--- config.mk ---
export PLATFORM = sky130hd
export DESIGN_NAME = axi_lite_arbiter
export DESIGN_NICKNAME = d
export VERILOG_FILES = /design/src/rtl/axi_arb_pkg.sv /design/src/rtl/axi_lite_arbiter.sv
export SDC_FILE = /design/constraint.sdc
export NUM_CORES = 1
export LEC_CHECK = 0
export BUFFER_PORTS_ARGS = -buffer_cell sky130_fd_sc_hd__buf_2
export CAP_MARGIN = 20
export CORE_AREA = 4 4 141 143
export DETAILED_ROUTE_END_ITERATION = 8
export DIE_AREA = 0 0 145 147
export GPL_ROUTABILITY_DRIVEN = 0
export MAX_ROUTING_LAYER = met4
export PLACE_DENSITY = 0.36
export SETUP_SLACK_MARGIN = 0.5
export SYNTH_ARGS = -nofsm -noshare
export SYNTH_HDL_FRONTEND = slang
export SYNTH_SLANG_ARGS = --single-unit
--- constraint.sdc ---
create_clock -name clk -period 4.7 [get_ports clk]
set_input_delay 0.235 -clock clk [delete_from_list [all_inputs] [get_ports clk]]
set_output_delay 0.235 -clock clk [all_outputs]
set_load 0.01 [all_outputs]
--- src/rtl/axi_arb_pkg.sv ---
// Shared types for the AXI4-Lite IFU/LSU arbiter: FSM states, grant owner
// and AXI response codes.
package axi_arb_pkg;

    typedef enum logic [1:0] {
        IDLE   = 2'd0,
        RD_IFU = 2'd1,
        RD_LSU = 2'd2,
        WR_LSU = 2'd3
    } arb_state_e;

    typedef enum logic {
        GNT_IFU = 1'b0,
        GNT_LSU = 1'b1
    } arb_gnt_e;

    localparam logic [1:0] OKAY   = 2'b00;
    localparam logic [1:0] EXOKAY = 2'b01;
    localparam logic [1:0] SLVERR = 2'b10;
    localparam logic [1:0] DECERR = 2'b11;

endpackage

--- src/rtl/axi_lite_arbiter.sv ---
// Two-master (IFU read, LSU read/write) to one AXI4-Lite slave arbiter with a
// single outstanding transaction and IFU-after-LSU fairness.
module axi_lite_arbiter
    import axi_arb_pkg::*;
#(
    parameter int ADDR_W = 32,
    parameter int DATA_W = 32
) (
    input  logic                clk,
    input  logic                rst,

    input  logic [ADDR_W-1:0]   ifu_araddr,
    input  logic                ifu_arvalid,
    output logic                ifu_arready,
    output logic [DATA_W-1:0]   ifu_rdata,
    output logic [1:0]          ifu_rresp,
    output logic                ifu_rvalid,
    input  logic                ifu_rready,

    input  logic [ADDR_W-1:0]   lsu_araddr,
    input  logic                lsu_arvalid,
    output logic                lsu_arready,
    output logic [DATA_W-1:0]   lsu_rdata,
    output logic [1:0]          lsu_rresp,
    output logic                lsu_rvalid,
    input  logic                lsu_rready,
    input  logic [ADDR_W-1:0]   lsu_awaddr,
    input  logic                lsu_awvalid,
    output logic                lsu_awready,
    input  logic [DATA_W-1:0]   lsu_wdata,
    input  logic [DATA_W/8-1:0] lsu_wstrb,
    input  logic                lsu_wvalid,
    output logic                lsu_wready,
    output logic [1:0]          lsu_bresp,
    output logic                lsu_bvalid,
    input  logic                lsu_bready,

    output logic [ADDR_W-1:0]   mem_araddr,
    output logic                mem_arvalid,
    input  logic                mem_arready,
    input  logic [DATA_W-1:0]   mem_rdata,
    input  logic [1:0]          mem_rresp,
    input  logic                mem_rvalid,
    output logic                mem_rready,
    output logic [ADDR_W-1:0]   mem_awaddr,
    output logic                mem_awvalid,
    input  logic                mem_awready,
    output logic [DATA_W-1:0]   mem_wdata,
    output logic [DATA_W/8-1:0] mem_wstrb,
    output logic                mem_wvalid,
    input  logic                mem_wready,
    input  logic [1:0]          mem_bresp,
    input  logic                mem_bvalid,
    output logic                mem_bready
);

    arb_state_e state, state_nxt;
    arb_gnt_e   last_gnt;
    logic       ar_done, aw_done, w_done;

    always_ff @(posedge clk or negedge rst) begin
        if (!rst) begin
            state    <= IDLE;
            last_gnt <= GNT_IFU;
            ar_done  <= 1'b0;
            aw_done  <= 1'b0;
            w_done   <= 1'b0;
        end else begin
            state <= state_nxt;
            if (state_nxt == IDLE) begin
                ar_done <= 1'b0;
                aw_done <= 1'b0;
                w_done  <= 1'b0;
            end else begin
                if (mem_arvalid && mem_arready) ar_done <= 1'b1;
                if (mem_awvalid && mem_awready) aw_done <= 1'b1;
                if (mem_wvalid  && mem_wready)  w_done  <= 1'b1;
            end
            // Fairness is keyed on the owner of the last completed transaction.
            if (state != IDLE && state_nxt == IDLE)
                last_gnt <= (state == RD_IFU) ? GNT_IFU : GNT_LSU;
        end
    end

    // Everything below decodes the registered state, so nothing from a master
    // valid reaches the slave while IDLE.
    always_comb begin
        state_nxt   = state;
        ifu_arready = 1'b0;
        ifu_rdata   = '0;
        ifu_rresp   = 2'b00;
        ifu_rvalid  = 1'b0;
        lsu_arready = 1'b0;
        lsu_rdata   = '0;
        lsu_rresp   = 2'b00;
        lsu_rvalid  = 1'b0;
        lsu_awready = 1'b0;
        lsu_wready  = 1'b0;
        lsu_bresp   = 2'b00;
        lsu_bvalid  = 1'b0;
        mem_araddr  = '0;
        mem_arvalid = 1'b0;
        mem_rready  = 1'b0;
        mem_awaddr  = '0;
        mem_awvalid = 1'b0;
        mem_wdata   = '0;
        mem_wstrb   = '0;
        mem_wvalid  = 1'b0;
        mem_bready  = 1'b0;

        case (state)
            IDLE: begin
                if (ifu_arvalid && last_gnt == GNT_LSU) state_nxt = RD_IFU;
                else if (lsu_awvalid && lsu_wvalid)     state_nxt = WR_LSU;
                else if (lsu_arvalid)                   state_nxt = RD_LSU;
                else if (ifu_arvalid)                   state_nxt = RD_IFU;
            end
            RD_IFU: begin
                mem_araddr  = ifu_araddr;
                mem_arvalid = ifu_arvalid && !ar_done;
                ifu_arready = mem_arready && !ar_done;
                ifu_rdata   = mem_rdata;
                ifu_rresp   = mem_rresp;
                ifu_rvalid  = mem_rvalid;
                mem_rready  = ifu_rready;
                if (mem_rvalid && mem_rready) state_nxt = IDLE;
            end
            RD_LSU: begin
                mem_araddr  = lsu_araddr;
                mem_arvalid = lsu_arvalid && !ar_done;
                lsu_arready = mem_arready && !ar_done;
                lsu_rdata   = mem_rdata;
                lsu_rresp   = mem_rresp;
                lsu_rvalid  = mem_rvalid;
                mem_rready  = lsu_rready;
                if (mem_rvalid && mem_rready) state_nxt = IDLE;
            end
            WR_LSU: begin
                mem_awaddr  = lsu_awaddr;
                mem_awvalid = lsu_awvalid && !aw_done;
                lsu_awready = mem_awready && !aw_done;
                mem_wdata   = lsu_wdata;
                mem_wstrb   = lsu_wstrb;
                mem_wvalid  = lsu_wvalid && !w_done;
                lsu_wready  = mem_wready && !w_done;
                lsu_bresp   = mem_bresp;
                lsu_bvalid  = mem_bvalid;
                mem_bready  = lsu_bready;
                if (mem_bvalid && mem_bready) state_nxt = IDLE;
            end
            default: state_nxt = IDLE;
        endcase
    end

    // A granted master must keep valid up until its own handshake.
    a_ifu_ar_hold: assert property (@(posedge clk) disable iff (!rst)
        (state == RD_IFU && !ar_done) |-> ifu_arvalid);
    a_lsu_ar_hold: assert property (@(posedge clk) disable iff (!rst)
        (state == RD_LSU && !ar_done) |-> lsu_arvalid);
    a_lsu_aw_hold: assert property (@(posedge clk) disable iff (!rst)
        (state == WR_LSU && !aw_done) |-> lsu_awvalid);
    a_lsu_w_hold: assert property (@(posedge clk) disable iff (!rst)
        (state == WR_LSU && !w_done) |-> lsu_wvalid);

endmodule

==> run summary, run 1 <==
- **aggregate negative setup slack** 0 ns
- **synthesized cell area** 0.00196 mm2
- **placeable core area** 0.0186 mm2
- **Arrival @ worst endpoint** 2.32 ns
- **overall power** 0.00156 W
- **biggest area consumer among synthesized cells** sky130_fd_sc_hd__and2_1
- **fraction of synthesized cell area taken by the top area cell type** 0.457
- **Final Hold Vio Count** 0
- **largest family of logic cells by synthesized area** simple AND/OR/NAND/NOR gates
- **timing-limited maximum frequency** 391 MHz
- **Comb power frac** 0.853
- **layout-stage area growth over the synthesis result** 109%
- **switching power share of the total** 0.498
- **detailed placer's ending HPWL** 10900 um
- **Compound-Gate Fraction of Synth Area** 0.212
- **skew final** 0.000360 ns
- **dominant cells by area after synthesis** sky130_fd_sc_hd__and2_1 46%, sky130_fd_sc_hd__a22oi_1 13%, sky130_fd_sc_hd__nor2b_1 11%
- **#FFs+latches synth** 6
- **adder and majority gate portion of the synthesized area** 0.0320
- **nature of the critical path endpoint** output port
- **global-route wire length before repair** 18400 um
- **clock latency on the worst-skew pair** 0.23 ns
- **DRC Markers** 0
- **status** complete, no violations
- **Filler Cells Inserted** 2136
- **initial antenna violation count** 1
- **Initial Util** 0.105
- **DRC marker count from the first detailed-route iteration** 105
- **crit path max fanout** 47
- **most common cell after layout, fill and taps aside** sky130_fd_sc_hd__buf_2
- **sequential share of the synthesized area** 0.0767
- **via count of the first global-routing pass** 3267
- **Most used DFF post-synth** sky130_fd_sc_hd__dfrtp_1
- **EDFF count, synth** 0
- **count of buffers inserted at the top-level ports** 363
- **vias post-DR** 3277
- **share of final-layout standard cells stronger than drive strength 1** 0.598
- **clk buf depth** 2
- **drt wl/cell** 14.4 um
- **post-synthesis cell count** 286
- **XOR/XNOR share of the synthesized area** 0
- **Power Internal** 0.000782 W
- **worst slew pin tran** 0.873 ns
- **power per cell area** 382 mW/mm2
- **IO Count** 364
- **Rel. slew slack** 0.418
- **Finished Core Util** 0.220
- **root buf cell** sky130_fd_sc_hd__clkbuf_16
- **total of max-cap violations** 0
- **floorplan die area** 0.0213 mm2
- **part of the cycle the worst path needs** 0.545
- **Final Critical Period** 2.56 ns
- **average footprint of a synthesized cell** 6.84 um2
- **share of cell area taken by muxes after synthesis** 0.0102
- **CTS tree** done
- **Congestion Overflow GR** 0
- **clock network power share** 0.088
- **Distinct cells, synth** 25
- **clock sink count** 6
- **number of resized instances in the post-cts repair step** 0
- **unrepaired setup endpoints after global routing** false
- **sequential fraction of design power** 0.059
- **die width** 145 um
- **critical path data required time** 4.47 ns
- **total number of nets in the final design** 818
- **Critical Path Source Type** flop
- **Worst Hold Class** primary input to flop
- **Synth Area in Simple Gates** 0.601
- **synth warn** 0
- **IR Drop Worst-Case VDD** 0.151 mV
- **maximum number of pins on one net before global-route repair** 78
- **total global routing track utilization** 0.108
- **routed wire length** 12500 um
- **number of placement rows** 50
- **kind of critical path** flop to output port
- **Sw Pwr** 0.000777 W
- **leakage power figure** 2.51 nW
- **Die Y** 147 um
- **CTS clk-pin slew, worst paths** 0.03 ns
- **htree depth** 1
- **final setup violation count** 0
- **final number of max-transition violations** 0
- **Final ANT Viol Nets** 0
- **number of iterations in the first detailed-routing pass** 4
- **number of buffers added by the clock tree synthesis step** 3
- **number of nets in the synthesized netlist** 473
- **routed via count divided by cell count** 3.79
- **highest-count cells in the layout ignoring fill and taps** 363 x sky130_fd_sc_hd__buf_2, 143 x sky130_fd_sc_hd__and2_1, 34 x sky130_fd_sc_hd__a22oi_1
- **share of async-settable or async-resettable flops after synthesis** 1.00
[metal layers]
layer	track usage	wire (um)	vias up
met1	0.112	4460	1432
met3	0.0265	1200	4
li1	-	-	1620
met4	0.0152	41	0
met2	0.211	6760	221
met5	-	0	-
[path summary, 6_finish.rpt]
check | cells past startpoint | slack, ns | to | start
setup / recovery | 6 | 2.14 | mem_arvalid | state[0]
min in group asynchronous | 2 | 0.37 | ar_done | rst
hold reg to reg | 2 | 0.54 | last_gnt | last_gnt
setup reg to reg | 6 | 2.35 | ar_done | state[1]
max in group asynchronous | 2 | 4.17 | last_gnt | rst
hold / removal | 3 | 0.33 | w_done | mem_wready
[cell type report]
type / count / area (um2) / area share
diodes: 1 / 2.50 / 0.000612
clock buffers: 3 / 75.1 / 0.0184
inverters: 6 / 22.5 / 0.00551
multi-input cells: 247 / 1680 / 0.412
flip-flops and latches: 6 / 150 / 0.0367
well taps: 234 / 293 / 0.0716
repair buffers: 367 / 1860 / 0.456
[what timing repair did]
action / 4_1_cts / 5_1_grt
hold buffers: 1 / 0
hold endpoints to repair: 6 / 0
buffers inserted: 0 / 0
[sequential cells by signal (all words and copies together), names as in the netlist]
| register | cells |
|---|---|
| state | 2 |
| ar_done | 1 |
| w_done | 1 |
| last_gnt | 1 |
| aw_done | 1 |
[cells in the mapped netlist (all sizes together), types with 3 or more instances]
library cell and number:
a22oi 34, nor2b 33, a21boi 3, dfrtp 6, clkbuf 25, a31oi 6
nor2 3, ha 5, and3b 4, and2 143, nand2 4, inv 6
[power by group through the flow]
stage,registers [W],logic (W),clock network (W)
final,0.0000915,0.00133,0.000137
after global routing,0.0000953,0.00147,0.000141
after CTS,0.0000917,0.00136,0.000141
after detailed placement,0.0000920,0.00135,0
after global placement,0.0000924,0.00138,0
after floorplan,0.0000863,0.000825,0
[worst max-delay path, cell delays in order, from the launching register on]
cell	delay, ns
sky130_fd_sc_hd__dfrtp_1	0.47
sky130_fd_sc_hd__inv_1	0.12
sky130_fd_sc_hd__ha_2	0.43
sky130_fd_sc_hd__buf_4	0.48
sky130_fd_sc_hd__mux2i_1	0.13
sky130_fd_sc_hd__nor3b_1	0.25
sky130_fd_sc_hd__buf_2	0.18
[stage by stage]
step | area, um2 | cells | hold WS [ns] | setup WS [ns]
after global placement | 3980 | 858 | 0.0779 | 2.28
after global routing | 4090 | 864 | 0.361 | 1.88
after detailed placement | 3980 | 858 | 0.0791 | 2.28
after floorplan | 1960 | 286 | -0.0606 | 2.97
final | 4090 | 864 | 0.332 | 2.14
after CTS | 4060 | 862 | 0.329 | 2.08
[cells by family (layout without fill, tap and decap cells)]
kind of cell               count (synthesis)  in the layout
DFF                                        6              6
and+or+nand+nor                          189            189
buffers and inverters                     33            376
muxes                                      2              2
other                                      0              1
AOI/OAI and AO/OA                         51             51
adders and majority gates                  5              5
No activity file was read; power rests on OpenSTA's default activity.
==> run 2: changes to the inputs <==
--- a/config.mk
+++ b/config.mk
@@ -5,6 +5,7 @@
 export SDC_FILE = /design/constraint.sdc
 export NUM_CORES = 1
 export LEC_CHECK = 0
+export ABC_AREA = 1
 export BUFFER_PORTS_ARGS = -buffer_cell sky130_fd_sc_hd__buf_2
 export CAP_MARGIN = 20
 export CORE_AREA = 4 4 141 143
@@ -12,7 +13,7 @@
 export DIE_AREA = 0 0 145 147
 export GPL_ROUTABILITY_DRIVEN = 0
 export MAX_ROUTING_LAYER = met4
-export PLACE_DENSITY = 0.36
+export PLACE_DENSITY = 0.39
 export SETUP_SLACK_MARGIN = 0.5
 export SYNTH_ARGS = -nofsm -noshare
 export SYNTH_HDL_FRONTEND = slang
==> constraint.sdc (replaced) <==
create_clock -name clk -period 2.3 [get_ports clk]
set_input_delay 0.115 -clock clk [delete_from_list [all_inputs] [get_ports clk]]
set_output_delay 0.115 -clock clk [all_outputs]
set_load 0.01 [all_outputs]
==> run 2 against run 1 <==
Effect of this change: routed wire length is 2.1% higher; largest cell class unchanged; sequential cell count stayed put; sequential share of layout area is 0.21 points lower; clock power is 100% higher; first-iteration DRC count is 49% higher; largest power group unchanged; cell count is 24% higher; sequential power is 120% higher; critical path depth stayed put; clock-buffer cell count stayed put; cell area is 7.9% higher; die area stayed put.
==> run summary, run 2 <==
- **floorplan die area** 0.0213 mm2, unchanged
- **count of cells along the worst hold path** 3, unchanged
- **nature of the critical path endpoint** output port
- **DRC marker count from the first detailed-route iteration** 156, +49%
- **routed length on met2** 6590 um, -2.6%
- **critical path data required time** 2.18 ns, -2.29 ns
- **part of the cycle the worst path needs** 0.752
- **dominant cells by area after synthesis** sky130_fd_sc_hd__nand2_1 40%, sky130_fd_sc_hd__inv_1 27%, sky130_fd_sc_hd__a21oi_1 8.7%
- **total global routing track utilization** 0.112, +0.00326
- **switching power share of the total** 0.544, +0.0457
- **via count of the first global-routing pass** 3509, +7.4%
- **die width** 145 um, unchanged
- **Finished Core Util** 0.237, +0.0173
- **overall power** 0.00370 W, +140%
- **average footprint of a synthesized cell** 4.41 um2, -36%
- **synth warn** 0, unchanged
- **timing-limited maximum frequency** 578 MHz
- **number of flip-flops in the largest register** 2, unchanged
- **uppermost layer routed** met4
- **Sw Pwr** 0.00202 W, +160%
- **clk buf depth** 2, unchanged
- **number of nets in the synthesized netlist** 668, +41%
- **drt wl/cell** 11.9 um, -18%
- **DRC Markers** 0, unchanged
- **total of max-cap violations** 0, unchanged
- **Congestion Overflow GR** 0, unchanged
- **initial antenna violation count** 0, -1
- **Filler Cells Inserted** 2183, +2.2%
- **#FFs+latches synth** 6, unchanged
- **Final ANT Viol Nets** 0, unchanged
- **vias post-DR** 3746, +14%
- **number of iterations in the first detailed-routing pass** 6, +2
- **CTS clk-pin slew, worst paths** 0.03 ns, about the same
- **Distinct cells, synth** 21, -16%
- **antenna diode instance count** 0, -1
- **leakage power figure** 3.69 nW, +47%
- **list of most frequent post-synthesis cells** 226 x sky130_fd_sc_hd__nand2_1, 153 x sky130_fd_sc_hd__inv_1, 37 x sky130_fd_sc_hd__a21oi_1, 19 x sky130_fd_sc_hd__buf_2, 7 x sky130_fd_sc_hd__nor2_1
- **fraction of synthesized cell area taken by the top area cell type** 0.400, -0.0572
- **power per cell area** 841 mW/mm2, +120%
- **clock sink count** 6, unchanged
- **most common cell after layout, fill and taps aside** sky130_fd_sc_hd__buf_2
- **Initial Util** 0.114, +0.00882
- **Rel. slew slack** 0.792, +0.374
- **total number of nets in the final design** 1025, +25%
- **post-route worst hold slack** 0.160 ns, -0.172 ns
- **Routed met3 length** 818 um, -32%
- **placeable core area** 0.0186 mm2, unchanged
- **number of placement rows** 50, unchanged
- **biggest area consumer among synthesized cells** sky130_fd_sc_hd__nand2_1
- **highest-count cells in the layout ignoring fill and taps** 363 x sky130_fd_sc_hd__buf_2, 226 x sky130_fd_sc_hd__nand2_1, 151 x sky130_fd_sc_hd__inv_1
- **global-route wire length before repair** 18800 um, +2.5%
- **sequential fraction of design power** 0.054, -0.005
- **post-synthesis cell count** 481, +68%
- **Worst Hold Class** primary input to flop
- **aggregate negative setup slack** 0 ns, unchanged
- **routed via count divided by cell count** 3.50, -7.7%
- **number of buffers added by the clock tree synthesis step** 3, unchanged
- **Most used DFF post-synth** sky130_fd_sc_hd__dfrtp_1
- **Met1 Wirelength** 5060 um, +13%
- **kind of critical path** flop to output port
- **share of async-settable or async-resettable flops after synthesis** 1.00, unchanged
- **Die Y** 147 um, unchanged
- **IR Drop Worst-Case VDD** 0.482 mV, +220%
- **worst slew pin tran** 0.311 ns, -0.561 ns
- **Arrival @ worst endpoint** 1.62 ns, -0.70 ns
- **final setup violation count** 0, unchanged
- **Critical Path Source Type** flop
- **unrepaired setup endpoints after global routing** true
- **Final Critical Period** 1.73 ns
- **crit path max fanout** 8, -83%
- **Power Internal** 0.00169 W, +120%
- **synthesized cell area** 0.00212 mm2, +8.4%
- **skew final** 0.00103 ns, +0.000669 ns
- **htree depth** 1, unchanged
- **Comb power frac** 0.871, +0.018
- **share of final-layout standard cells stronger than drive strength 1** 0.478, -0.119
- **number of cell instances on the worst register-to-register path** 8, +2
- **detailed placer's ending HPWL** 10800 um, -1.3%
- **fin area** 0.00441 mm2, +7.9%
- **clock network power share** 0.076, -0.012
- **IO Count** 364, unchanged
- **routed wire length** 12700 um, +2.1%
- **status** complete, no violations
- **EDFF count, synth** 0, unchanged
- **layout-stage area growth over the synthesis result** 108%
- **Final Hold Vio Count** 0, unchanged
- **sequential share of the synthesized area** 0.0708, -0.00593
- **maximum number of pins on one net before global-route repair** 75, -3.8%
- **register ranked first by flip-flop count** state
- **final number of max-transition violations** 0, unchanged
- **clock latency on the worst-skew pair** 0.23 ns, about the same
- **CTS tree** done
- **most common cell in the netlist** sky130_fd_sc_hd__nand2_1
- **root buf cell** sky130_fd_sc_hd__clkbuf_16
- **count of buffers inserted at the top-level ports** 363, unchanged
- **Post-DP Area** 0.00418 mm2, +5.2%
## run 2: per-layer routing
metal,vias up,GRT usage
met5,-,-
met4,0,0.0252
met3,18,0.0170
met2,187,0.209
met1,1517,0.125
li1,2024,-
## run 2: stage by stage
step           instances  worst slack, ns
3_5_place_dp        1058            0.594
5_1_grt             1070            0.498
4_1_cts             1069            0.507
2_1_floorplan        481            0.879
6_report            1070            0.570
3_3_place_gp        1058            0.592
## run 2: logic make-up after synthesis
kind of cell,Yosys count,synth area share
buffers and inverters,181,0.340
flip-flops,6,0.0708
AND/OR/NAND/NOR,250,0.467
AO/OA/AOI/OAI,39,0.0920
adder cells (fa/ha/maj),5,0.0295
## run 2: power by group through the flow
stage                     logic, W  clock network [W]  registers (W)
final                      0.00323           0.000280       0.000199
after global routing       0.00359           0.000294       0.000208
after CTS                  0.00327           0.000287       0.000198
after detailed placement   0.00300                  0       0.000187
after global placement     0.00304                  0       0.000190
after floorplan            0.00177                  0       0.000176
## run 2: cell type report
class	count	area (um2)	area share
repair buffers	379	2030	0.460
flip-flops and latches	6	153	0.0346
clock buffers	3	75.1	0.0170
multi-input cells	294	1280	0.291
inverters	154	581	0.132
well taps	234	293	0.0664
## run 2: path summary, 6_finish.rpt
kind	startpoint	end	slack (ns)
max	state[0]	mem_araddr[25]	0.57
min	mem_awready	aw_done	0.16
max reg2reg	state[0]	ar_done	0.82
min reg2reg	last_gnt	last_gnt	0.48
max in group asynchronous	rst	state[0]	1.89
min in group asynchronous	rst	last_gnt	0.26
## run 2: critical path: stages, from the launching register on
cell and delay [ns]:
sky130_fd_sc_hd__dfrtp_2 0.42, sky130_fd_sc_hd__inv_2 0.08, sky130_fd_sc_hd__ha_1 0.32, sky130_fd_sc_hd__inv_4 0.07, sky130_fd_sc_hd__buf_4 0.16, sky130_fd_sc_hd__a21oi_1 0.17
sky130_fd_sc_hd__buf_2 0.17
## run 2: timing repair
| action | CTS | global route |
|---|---|---|
| gates resized for setup | 5 | 5 |
| setup endpoints to repair | 67 | 77 |
| pin swaps | 0 | 1 |
| hold buffers | 1 | 0 |
| buffers inserted | 5 | 1 |
| cloned | 2 | 0 |
| hold endpoints to repair | 6 | 0 |
==> run 3: changes to the inputs <==
==> constraint.sdc (replaced) <==
create_clock -name clk -period 1.5 [get_ports clk]
set_input_delay 0.075 -clock clk [delete_from_list [all_inputs] [get_ports clk]]
set_output_delay 0.075 -clock clk [all_outputs]
set_load 0.01 [all_outputs]
==> run 3 against run 2 <==
Effect of this change: the run now ends with setup timing left; critical path depth rose by 2; via count rose by 8.4%; sequential share of layout area fell by 1.0 points; worst setup slack got worse by 0.71 ns; die area did not move; routed wire length rose by 21%; register-to-register slack got worse by 0.89 ns; clock power rose by 54%; clock skew barely moved; sequential cell count did not move; cell area rose by 41%; critical endpoint is now lsu_rdata[11]; highest routed layer unchanged.
==> run summary, run 3 (synthesis gave the netlist of run 2 again) <==
- **status** finished with violations
- **violated checks** setup timing
- **nature of the critical path endpoint** output port
- **htree depth** 1, unchanged
- **CTS clk-pin slew, worst paths** 0.03 ns, about the same
- **via count of the first global-routing pass** 3721, +6.0%
- **post-route worst hold slack** 0.111 ns, -0.0485 ns
- **final number of max-transition violations** 0, unchanged
- **sequential fraction of design power** 0.031, -0.023
- **Comb power frac** 0.923, +0.052
- **critical path data required time** 1.42 ns, -0.76 ns
- **die width** 145 um, unchanged
- **Congestion Overflow GR** 0, unchanged
- **share of final-layout standard cells stronger than drive strength 1** 0.710, +0.231
- **drt wl/cell** 13.8 um, +16%
- **worst slew pin tran** 0.215 ns, -0.0967 ns
- **Critical Path Source Type** flop
- **register ranked first by flip-flop count** state
- **Final Critical Period** 1.64 ns
- **detailed placer's ending HPWL** 10900 um, +1.4%
- **clk buf depth** 2, unchanged
- **Die Y** 147 um, unchanged
- **total global routing track utilization** 0.121, +0.00920
- **power per cell area** 1510 mW/mm2, +80%
- **layout-stage area growth over the synthesis result** 193%
- **CTS tree** done
- **Arrival @ worst endpoint** 1.57 ns, -0.05 ns
- **highest-count cells in the layout ignoring fill and taps** 309 x sky130_fd_sc_hd__buf_2, 133 x sky130_fd_sc_hd__nand2_1, 98 x sky130_fd_sc_hd__inv_1
- **initial antenna violation count** 0, unchanged
- **Storage cell area** 151 um2, -0.82%
- **Sw Pwr** 0.00452 W, +120%
- **area occupied by multi-input gates** 0.00195 mm2, +52%
- **final setup slack of the worst path** -0.144 ns, -0.714 ns
- **final setup violation count** 181, +181
- **root buf cell** sky130_fd_sc_hd__clkbuf_16
- **total of max-cap violations** 0, unchanged
- **number of placement rows** 50, unchanged
- **unrepaired setup endpoints after global routing** true
- **timing-limited maximum frequency** 608 MHz
- **maximum number of pins on one net before global-route repair** 28, -63%
- **total number of nets in the final design** 1068, +4.2%
- **routed wire length** 15400 um, +21%
- **crit path max fanout** 7, -1
- **part of the cycle the worst path needs** 1.10
- **Worst Hold Class** primary input to flop
- **clock latency on the worst-skew pair** 0.23 ns, about the same
- **count of buffers inserted at the top-level ports** 363, unchanged
- **vias post-DR** 4062, +8.4%
- **IR Drop Worst-Case VDD** 0.779 mV, +62%
- **switching power share of the total** 0.481, -0.0628
- **number of flip-flops in the largest register** 2, unchanged
- **IO Count** 364, unchanged
- **Power Internal** 0.00487 W, +190%
- **DRC marker count from the first detailed-route iteration** 89, -43%
- **leakage power figure** 4.42 nW, +20%
- **number of buffers added by the clock tree synthesis step** 3, unchanged
- **kind of critical path** flop to output port
- **Final ANT Viol Nets** 0, unchanged
- **Rel. slew slack** 0.857, +0.0645
- **number of iterations in the first detailed-routing pass** 4, -2
- **Initial Util** 0.114, unchanged
- **aggregate negative setup slack** -16.05 ns, -16.05 ns
- **placeable core area** 0.0186 mm2, unchanged
- **skew final** 0.00101 ns, -0.0000178 ns
- **floorplan die area** 0.0213 mm2, unchanged
- **global-route wire length before repair** 20500 um, +9.1%
- **Filler Cells Inserted** 2026, -7.2%
- **clock sink count** 6, unchanged
- **antenna diode instance count** 0, unchanged
- **clock network power share** 0.046, -0.030
- **Final Hold Vio Count** 0, unchanged
- **routed via count divided by cell count** 3.65, +4.2%
- **most common cell after layout, fill and taps aside** sky130_fd_sc_hd__buf_2
- **placement-stage worst setup slack** -0.0363 ns, -0.631 ns
- **Finished Core Util** 0.334, +0.0966
- **DRC Markers** 0, unchanged
==> run 3: changes by cell type in the layout (fill, tap and decap cells not counted), moves of 30 or more <==
cell and delta:
sky130_fd_sc_hd__buf_6 +69, sky130_fd_sc_hd__nand2_2 +39, sky130_fd_sc_hd__buf_2 -54, sky130_fd_sc_hd__nand2_1 -93, sky130_fd_sc_hd__nand2_4 +54, sky130_fd_sc_hd__a21oi_1 -30
sky130_fd_sc_hd__inv_2 +54, sky130_fd_sc_hd__inv_1 -53
==> run 3: routing by layer <==
layer	global-route usage	vias to the layer above	wire length, um
met5	-	-	0
met4	0.00950	0	79
met3	0.0154	6	599
met2	0.225	138	8600
met1	0.145	1788	6080
li1	-	2130	-
==> run 3: repair_timing <==
item	4_1_cts	5_1_grt
pin swaps	1	35
resized for setup	80	226
endpoints found under the setup margin	188	188
hold endpoints to repair	6	0
setup buffers	15	12
hold buffers	1	0
gates cloned	8	9
==> run 3: worst max-delay path, stage by stage (launching register included) <==
cell	delay, ns
sky130_fd_sc_hd__dfrtp_1	0.40
sky130_fd_sc_hd__buf_6	0.13
sky130_fd_sc_hd__ha_4	0.17
sky130_fd_sc_hd__buf_6	0.12
sky130_fd_sc_hd__buf_12	0.13
sky130_fd_sc_hd__clkbuf_16	0.16
sky130_fd_sc_hd__nand2_2	0.06
sky130_fd_sc_hd__inv_2	0.03
sky130_fd_sc_hd__buf_2	0.13
==> run 3: power groups by stage <==
stage	clock network [W]	registers, W	logic [W]
6_report	0.000430	0.000289	0.00867
3_3_place_gp	0	0.000284	0.00497
4_1_cts	0.000436	0.000282	0.00667
3_5_place_dp	0	0.000282	0.00492
2_1_floorplan	0	0.000274	0.00297
5_1_grt	0.000443	0.000299	0.00933
==> run 3: final timing paths <==
kind / from / cells past startpoint / to / slack [ns]
hold reg to reg: last_gnt / 2 / last_gnt / 0.46
setup / recovery: state[1] / 8 / lsu_rdata[11] / -0.14
min in group asynchronous: rst / 2 / w_done / 0.20
setup reg to reg: state[1] / 10 / w_done / -0.07
max in group asynchronous: rst / 2 / state[0] / 1.13
hold / removal: mem_awready / 3 / aw_done / 0.11
==> run 3: cell type report <==
class / count / share of cell area
well taps: 234 / 0.0472
clock buffers: 3 / 0.0121
inverters: 154 / 0.0932
repair buffers: 422 / 0.509
multi-input cells: 294 / 0.314
flip-flops and latches: 6 / 0.0244
==> run 3: through the flow <==
| step | instances | power [W] | instance area [um2] |
|---|---|---|---|
| floorplan | 481 | 0.00324 | 2200 |
| global placement | 1065 | 0.00525 | 4270 |
| detailed placement | 1065 | 0.00520 | 4270 |
| CTS | 1092 | 0.00739 | 5090 |
| global route | 1113 | 0.0101 | 6200 |
| finish | 1113 | 0.00939 | 6200 |
